<file path="config.mk">
export PLATFORM = sky130hd
export DESIGN_NAME = rx_packet_framer
export DESIGN_NICKNAME = d
export VERILOG_FILES = /design/src/rtl/rx_packet_framer.sv
export SDC_FILE = /design/constraint.sdc
export NUM_CORES = 1
export LEC_CHECK = 0
export ABC_AREA = 1
export CORE_ASPECT_RATIO = 0.5
export CORE_MARGIN = 5
export CORE_UTILIZATION = 39
export CTS_BUF_LIST = sky130_fd_sc_hd__clkbuf_2 sky130_fd_sc_hd__clkbuf_4 sky130_fd_sc_hd__clkbuf_8
export DETAILED_ROUTE_END_ITERATION = 6
export DONT_BUFFER_PORTS = 1
export PLACE_DENSITY = 0.6
export SLEW_MARGIN = 20
export SYNTH_ARGS = -nofsm -noshare
export SYNTH_HDL_FRONTEND = slang
export SYNTH_SLANG_ARGS = --single-unit
export TNS_END_PERCENT = 30
</file>
<file path="constraint.sdc">
create_clock -name clk -period 2.8 [get_ports clk]
set_clock_uncertainty 0.1 [all_clocks]
set_input_delay 0.42 -clock clk [delete_from_list [all_inputs] [get_ports clk]]
set_output_delay 0.42 -clock clk [all_outputs]
set_load 0.02 [all_outputs]
</file>
<file path="src/rtl/rx_packet_framer.sv">
// -----------------------------------------------------------------------------
// rx_packet_framer
//
// Frames the serial reader's byte stream into fixed-size packets. It waits for
// a sync byte, collects four payload bytes MSB-first, and checks them against
// a trailing XOR checksum byte. A good packet is presented as one 32-bit word
// with a one-cycle strobe. Packets with a bad checksum, or that stall between
// bytes, are dropped, flagged with a one-cycle pulse and counted.
//
// Parameters:
//   SYNC_BYTE      - byte value that opens a packet
//   TIMEOUT_CYCLES - maximum idle clocks allowed between bytes inside a packet
//
// Ports:
//   clk          in   system clock, rising edge
//   rst          in   asynchronous reset, active low
//   rda          in   reader "byte available" level; a rising edge is one byte
//   data_in      in   reader data byte, valid while rda is high
//   pkt_valid    out  one-cycle pulse for a packet that passes its checksum
//   pkt_data     out  payload of the last good packet (byte 0 in [31:24])
//   err_checksum out  one-cycle pulse on checksum mismatch
//   err_timeout  out  one-cycle pulse on inter-byte timeout mid-packet
//   drop_count   out  saturating count of dropped packets
// -----------------------------------------------------------------------------
module rx_packet_framer #(
    parameter logic [7:0]  SYNC_BYTE      = 8'hA5,
    parameter logic [19:0] TIMEOUT_CYCLES = 20'd500000
) (
    input  logic        clk,
    input  logic        rst,
    input  logic        rda,
    input  logic [7:0]  data_in,
    output logic        pkt_valid,
    output logic [31:0] pkt_data,
    output logic        err_checksum,
    output logic        err_timeout,
    output logic [7:0]  drop_count
);

    typedef enum logic [1:0] {
        ST_HUNT    = 2'd0,
        ST_PAYLOAD = 2'd1,
        ST_CHECK   = 2'd2
    } state_t;

    state_t      state_r;
    logic        rda_q_r;
    logic [1:0]  idx_r;
    logic [31:0] shift_r;
    logic [7:0]  xsum_r;
    logic [19:0] tmo_r;

    logic        byte_evt_s;
    logic        tmo_expire_s;

    // Counter increment that sticks at all-ones instead of wrapping.
    function automatic logic [7:0] sat_inc8(input logic [7:0] value);
        if (value == 8'hFF) begin
            sat_inc8 = 8'hFF;
        end else begin
            sat_inc8 = value + 8'd1;
        end
    endfunction

    // Byte event on the rising edge of rda; timeout expiry only when no byte
    // arrives in the same cycle, so a byte on the expiry cycle always wins.
    always_comb begin
        byte_evt_s   = 1'b0;
        tmo_expire_s = 1'b0;
        if (rda && !rda_q_r) begin
            byte_evt_s = 1'b1;
        end else begin
            byte_evt_s = 1'b0;
        end
        if ((state_r != ST_HUNT) && !byte_evt_s &&
            (tmo_r == (TIMEOUT_CYCLES - 20'd1))) begin
            tmo_expire_s = 1'b1;
        end else begin
            tmo_expire_s = 1'b0;
        end
    end

    // Delayed copy of rda for edge detection; resets low so a level already
    // high at reset release counts as one byte.
    always_ff @(posedge clk or negedge rst) begin
        if (!rst) begin
            rda_q_r <= 1'b0;
        end else begin
            rda_q_r <= rda;
        end
    end

    // Framing state machine with its registered strobes, payload and counter.
    always_ff @(posedge clk or negedge rst) begin
        if (!rst) begin
            state_r      <= ST_HUNT;
            idx_r        <= 2'd0;
            shift_r      <= 32'h0000_0000;
            xsum_r       <= 8'h00;
            tmo_r        <= 20'd0;
            pkt_valid    <= 1'b0;
            pkt_data     <= 32'h0000_0000;
            err_checksum <= 1'b0;
            err_timeout  <= 1'b0;
            drop_count   <= 8'h00;
        end else begin
            pkt_valid    <= 1'b0;
            err_checksum <= 1'b0;
            err_timeout  <= 1'b0;
            case (state_r)
                ST_HUNT: begin
                    // Non-sync bytes are discarded; the timer is idle here.
                    if (byte_evt_s && (data_in == SYNC_BYTE)) begin
                        state_r <= ST_PAYLOAD;
                        idx_r   <= 2'd0;
                        xsum_r  <= 8'h00;
                        tmo_r   <= 20'd0;
                    end
                end
                ST_PAYLOAD: begin
                    // A sync value here is ordinary payload, not a resync.
                    if (byte_evt_s) begin
                        shift_r <= {shift_r[23:0], data_in};
                        xsum_r  <= xsum_r ^ data_in;
                        tmo_r   <= 20'd0;
                        idx_r   <= idx_r + 2'd1;
                        if (idx_r == 2'd3) begin
                            state_r <= ST_CHECK;
                        end
                    end else if (tmo_expire_s) begin
                        err_timeout <= 1'b1;
                        drop_count  <= sat_inc8(drop_count);
                        tmo_r       <= 20'd0;
                        state_r     <= ST_HUNT;
                    end else begin
                        tmo_r <= tmo_r + 20'd1;
                    end
                end
                ST_CHECK: begin
                    if (byte_evt_s) begin
                        if (data_in == xsum_r) begin
                            pkt_data  <= shift_r;
                            pkt_valid <= 1'b1;
                        end else begin
                            err_checksum <= 1'b1;
                            drop_count   <= sat_inc8(drop_count);
                        end
                        tmo_r   <= 20'd0;
                        state_r <= ST_HUNT;
                    end else if (tmo_expire_s) begin
                        err_timeout <= 1'b1;
                        drop_count  <= sat_inc8(drop_count);
                        tmo_r       <= 20'd0;
                        state_r     <= ST_HUNT;
                    end else begin
                        tmo_r <= tmo_r + 20'd1;
                    end
                end
                default: begin
                    state_r <= ST_HUNT;
                    tmo_r   <= 20'd0;
                end
            endcase
        end
    end

endmodule

</file>
### Word level (Yosys, flattened, before mapping)

Cells that the tools add are included.

| operators by class | value |
|---|---|
| reduce and logical (&&, ||, !) cells | 16 |
| equality and inequality tests | 12 |
| bitwise operators | 1 |
| mux-type cells | 33 |
| $add $sub $neg | 3 |

Operator list:

| operator | count |
|---|---|
| 2-to-1 mux 20 bit | 3 |
| 2-to-1 mux 8 bit | 7 |
| case mux 20 bit (2 select lines) | 1 |
| case mux 8 bit (2 select lines) | 2 |
| adder 20 x 1 -> 20 bit (second input constant) | 1 |
| equality test 20 x 19 -> 1 bit (second input constant) | 1 |
| equality test 8 bit (second input constant) | 2 |
| 2-to-1 mux 2 bit | 7 |
| 2-to-1 mux 1 bit | 11 |
| AND reduction 3 bit | 3 |
| adder 8 x 1 -> 8 bit (second input constant) | 1 |
| equality test 8 bit | 1 |
| bitwise XOR 8 bit | 1 |
| != test 2 bit (second input constant) | 3 |
| != test 3 bit (second input constant) | 2 |
| case mux 2 bit (3 select lines) | 1 |
| nonzero test 2 bit | 3 |
| equality test 2 bit (second input constant) | 2 |
| logical AND 1 bit | 4 |
| case mux 2 bit (2 select lines) | 1 |
| AND reduction 2 bit | 2 |
| adder 2 x 1 -> 2 bit (second input constant) | 1 |
| equality test 2 x 1 -> 1 bit (second input constant) | 1 |
| logical NOT 1 bit | 2 |
| other kinds (2) | 2 |

| storage, ports and cells | value |
|---|---|
| register bits after elaboration | 108 |
| bits of input ports | 11 |
| word-level logic and storage cells | 76 |

### Depth between registers and ports, before layout

| logic depth | value |
|---|---|
| word-level depth | 10 |
| gate-level depth with buffers | 12 |
| mapped depth without buffers | 12 |

### Least setup slack after synthesis

No wires, ideal clock.

| timing path | value |
|---|---|
| path type | register to register |
| from | register state_r[0] |
| to | register drop_count[7] |
| stages on the path, launching flop included | 13 |
| path buffers | 0 |
| period minus slack after synthesis | 1.697 ns |
| slack | 1.103 ns |
| setup time | 0.113 ns |
| data arrival time | 1.485 ns |
| cell sequence | dfrtp_1 -> inv_1 -> ha_1 -> nor2_1 -> nand2_1 -> nor2_2 -> nand3_4 -> nand2_4 -> inv_2 -> nor2_4 -> nand3_1 -> nand2_1 -> inv_1 |

| between the ends | value |
|---|---|
| cells in the longest elaborated chain, start to end | 7 |

Ends and longest elaborated chain:

| what | RTL line | RTL |
|---|---|---|
| start, declared | 46 | `state_t state_r;` |
| start signal, assigned | 96 | `state_r <= ST_HUNT;` |
| start signal, assigned | 114 | `state_r <= ST_PAYLOAD;` |
| start signal, assigned | 128 | `state_r <= ST_CHECK;` |
| nonzero test 2 bit | 75 | `if ((state_r != ST_HUNT) && !byte_evt_s &&` |
| logical AND 1 bit (2 in series) | 75 |  |
| 2-to-1 mux 1 bit | 75 |  |
| 2-to-1 mux 8 bit | -- |  |
| 2-to-1 mux 8 bit (on tied branches) | -- |  |
| case mux 8 bit (2 select lines) | 110 | `case (state_r)` |
| end signal, assigned | 132 | `drop_count <= sat_inc8(drop_count);` |
| end signal, assigned | 146 | `drop_count <= sat_inc8(drop_count);` |
| end signal, assigned | 152 | `drop_count <= sat_inc8(drop_count);` |
| end, declared | 37 | `output logic [7:0] drop_count` |

Several ways; a longest one is shown, not always the timed one. The select of a mux whose other input is x is not followed.
A chain may end at the register's enable or synchronous reset.

### Worst setup path after layout

| timing path | value |
|---|---|
| from | register state_r[0] |
| to | register pkt_data[7] |

| between the ends | value |
|---|---|
| cells in the longest elaborated chain, start to end | 2 |

Ends and longest elaborated chain:

| what | RTL line | RTL |
|---|---|---|
| equality test 2 bit | 110 |  |
| AND reduction 3 bit (no line) | -- |  |
| end signal, assigned | 142 | `pkt_data <= shift_r;` |
| end, declared | 34 | `output logic [31:0] pkt_data,` |

No other way between the ends.

==> results.ini <==
[critical_path]
path_cells = inv_1, ha_1, inv_1, nor2_1, nand3_4, buf_4, nand2_1, o21ai_0
crit_slowest_cell = dfrtp_1
crit_fanout = 32
endpoint_kind = flip-flop
start_kind = flip-flop
critPathTopFamily = simple AND/OR/NAND/NOR gates
path_buf_inv = 3
worst_ep_arrival_time_ns = 2.17
required_ns = 2.96
critPathMaxStageDelay_ns = 0.44
timing_worst_setup_path_type = flip-flop to flip-flop
crit_top_cell = inv_1

[finish]
diodes = 0
mostFrequentLayoutCells = nand2_1, dfrtp_1, o21ai_0
utilization = 0.423
mostFrequentLayoutCell = nand2_1
syn2layout_area_growth_pct = 6.41
nFillCells = 1248
fin_nets = 606
drive_gt1_frac = 0.110

[logic_synthesis]
synthMuxAreaShare = 0
synth_seq_cells = 108
synth_compound_area_frac = 0.0993
yosysWarnings = 0
netlist_area_mm2 = 0.00500
syn_inst = 589
synth_top_family_by_area = simple AND/OR/NAND/NOR gates
syn_nets = 607
ys_async_sr_fraction = 1.00
synthFlopType = dfrtp_1
synthXorXnorAreaFrac = 0.0140
yosys.area_share.adder = 0.0175
yosys-top-cells-area = dfrtp_1, nand2_1, o21ai_0
synth.distinct_cells = 34
synth_edf_count = 0
yosysTopAreaCell = dfrtp_1
synth_seq_area_share = 0.541
synth_top_area_share = 0.541
avgSynthCellArea_um2 = 8.49
synthSimpleGateAreaFrac = 0.247

[grt]
use_met2 = 0.208
grt_util_met3 = 0.0381
grtUsageMet1 = 0.176
antenna_found_initial = 0
grt_usage = 0.132
busiest_layer = met2
overflow = 0
grt_max_degree = 109
grt_pass1_wl_um = 16800
grt_pass1_vias = 3445

[run_status]
violations = hold timing
status = complete, but fails checks

[clock_network]
cts_setup_buffers = 0
root_buffer = clkbuf_8
cts-htree-levels = 3
cts_made_buffers = 9
holdBufCountCts = 1
cts.clk_slew.worst_paths_ns = 0.11
cts_resized = 0
worst_skew_pair.late_latency_ns = 0.37
cts_tree = yes
clock-sinks = 108
clock_path_buffers = 2

[drt]
vias_per_cell = 4.68
wl_per_cell_um = 12.6
via_count = 3564
drc = 0
drtAntennaViolNets = 0
drt_iter0_drc = 229
drtPass1Iterations = 5
wl_um = 9590

[die]
core-area_mm2 = 0.0126
die_w_um = 170
num_rows = 29
fp.dieH_um = 90.1
ios = 54
die_area_mm2 = 0.0153
initial_utilization = 0.397

[timing]
whs_ns = -0.371
setup_viol = 0
tns_ns = 0
fin_crit_sh = 0.719
slew_violations = 0
layout_min_cycle_time_ns = 2.01
slew_headroom = 0.620
max_freq_mhz = 497
tightest_slew_ns = 0.569
report.final.hold_viol_count = 108
rsz0062_at_grt = false

[placed_design]
hpwlAfterDp_um = 6620
portBuffers = 0
gp_congestion = 0.805

[pwr]
power_density_mw_per_mm2 = 758
ir_drop_uv = 270
p_leak_uw = 0.00259

[min_path]
hp-class = primary input to async pin

[job]
drv_cap = 0

## routing by layer
layer,part of all wire,wire [µm]
met5,0,0
met4,0.010,98
met3,0.048,464
met2,0.46,4380
met1,0.48,4640
## cell usage after synthesis, types with 5 or more instances
cell type  number
nor2_2         10
dfrtp_1       108
o21ai_1         7
ha_1            7
nand2_1       174
nor2_1         41
buf_2           6
nand3_1        17
xor2_1          7
inv_1          71
nor3_1          7
a21oi_1         6
clkbuf_1        5
nand2_2         6
inv_2          12
o21ai_0        72
## logic make-up after synthesis
| group | Yosys count |
|---|---|
| flip-flops | 108 |
| XOR/XNOR | 8 |
| buffers and inverters | 99 |
| AO/OA/AOI/OAI | 94 |
| adder cells (fa/ha/maj) | 7 |
| AND/OR/NAND/NOR | 273 |
## final cells by class
| type | count | area [µm²] | area share |
|---|---|---|---|
| timing repair buffer | 3 | 25.0 | 0.00470 |
| clock buffer | 9 | 124 | 0.0233 |
| clock inverter | 6 | 48.8 | 0.00917 |
| multi-input combinational | 382 | 1890 | 0.355 |
| tap | 170 | 213 | 0.0400 |
| inverter | 84 | 318 | 0.0597 |
| sequential | 108 | 2700 | 0.508 |
## power by group
part           internal, µW  switching, µW  leakage (µW)
Sequential             1860            227       0.00144
Combinational           335            727       0.00106
Clock                   328            550     0.0000836
Total                  2530           1510       0.00259
## metrics by stage
step,cells,hold slack [ns],setup slack [ns],area [µm²],total power [µW]
floorplan,589,0.0244,1.10,5000,2980
global placement,746,0.0305,0.807,5140,3170
detailed placement,746,0.0306,0.775,5140,3200
CTS,762,-0.400,0.755,5320,4090
global route,762,-0.406,0.565,5320,4360
finish,762,-0.371,0.787,5320,4030
## worst paths after layout
check                                        start                  endpoint  slack, ns  depth (start not counted)
max in group asynchronous                      rst   shift_r[15]$_DFFE_PN0P_       2.77                          0
hold / removal                                 rst   pkt_data[6]$_DFFE_PN0P_      -0.37                          0
setup / recovery            state_r[0]$_DFFE_PN0P_   pkt_data[7]$_DFFE_PN0P_       0.79                          8
hold reg to reg            shift_r[26]$_DFFE_PN0P_  pkt_data[26]$_DFFE_PN0P_       0.38                          2
min in group clk                        data_in[5]    shift_r[5]$_DFFE_PN0P_       0.08                          2
setup reg to reg            state_r[0]$_DFFE_PN0P_   pkt_data[7]$_DFFE_PN0P_       0.79                          8
## flip-flops by register name, summed over array words and instances, names as in the netlist
signal        cells
drop_count        8
err_checksum      1
rda_q_r           1
pkt_data         32
shift_r          32
state_r           2
idx_r             2
pkt_valid         1
err_timeout       1
xsum_r            8
tmo_r            20
No activity file was read; power rests on OpenSTA's default activity.
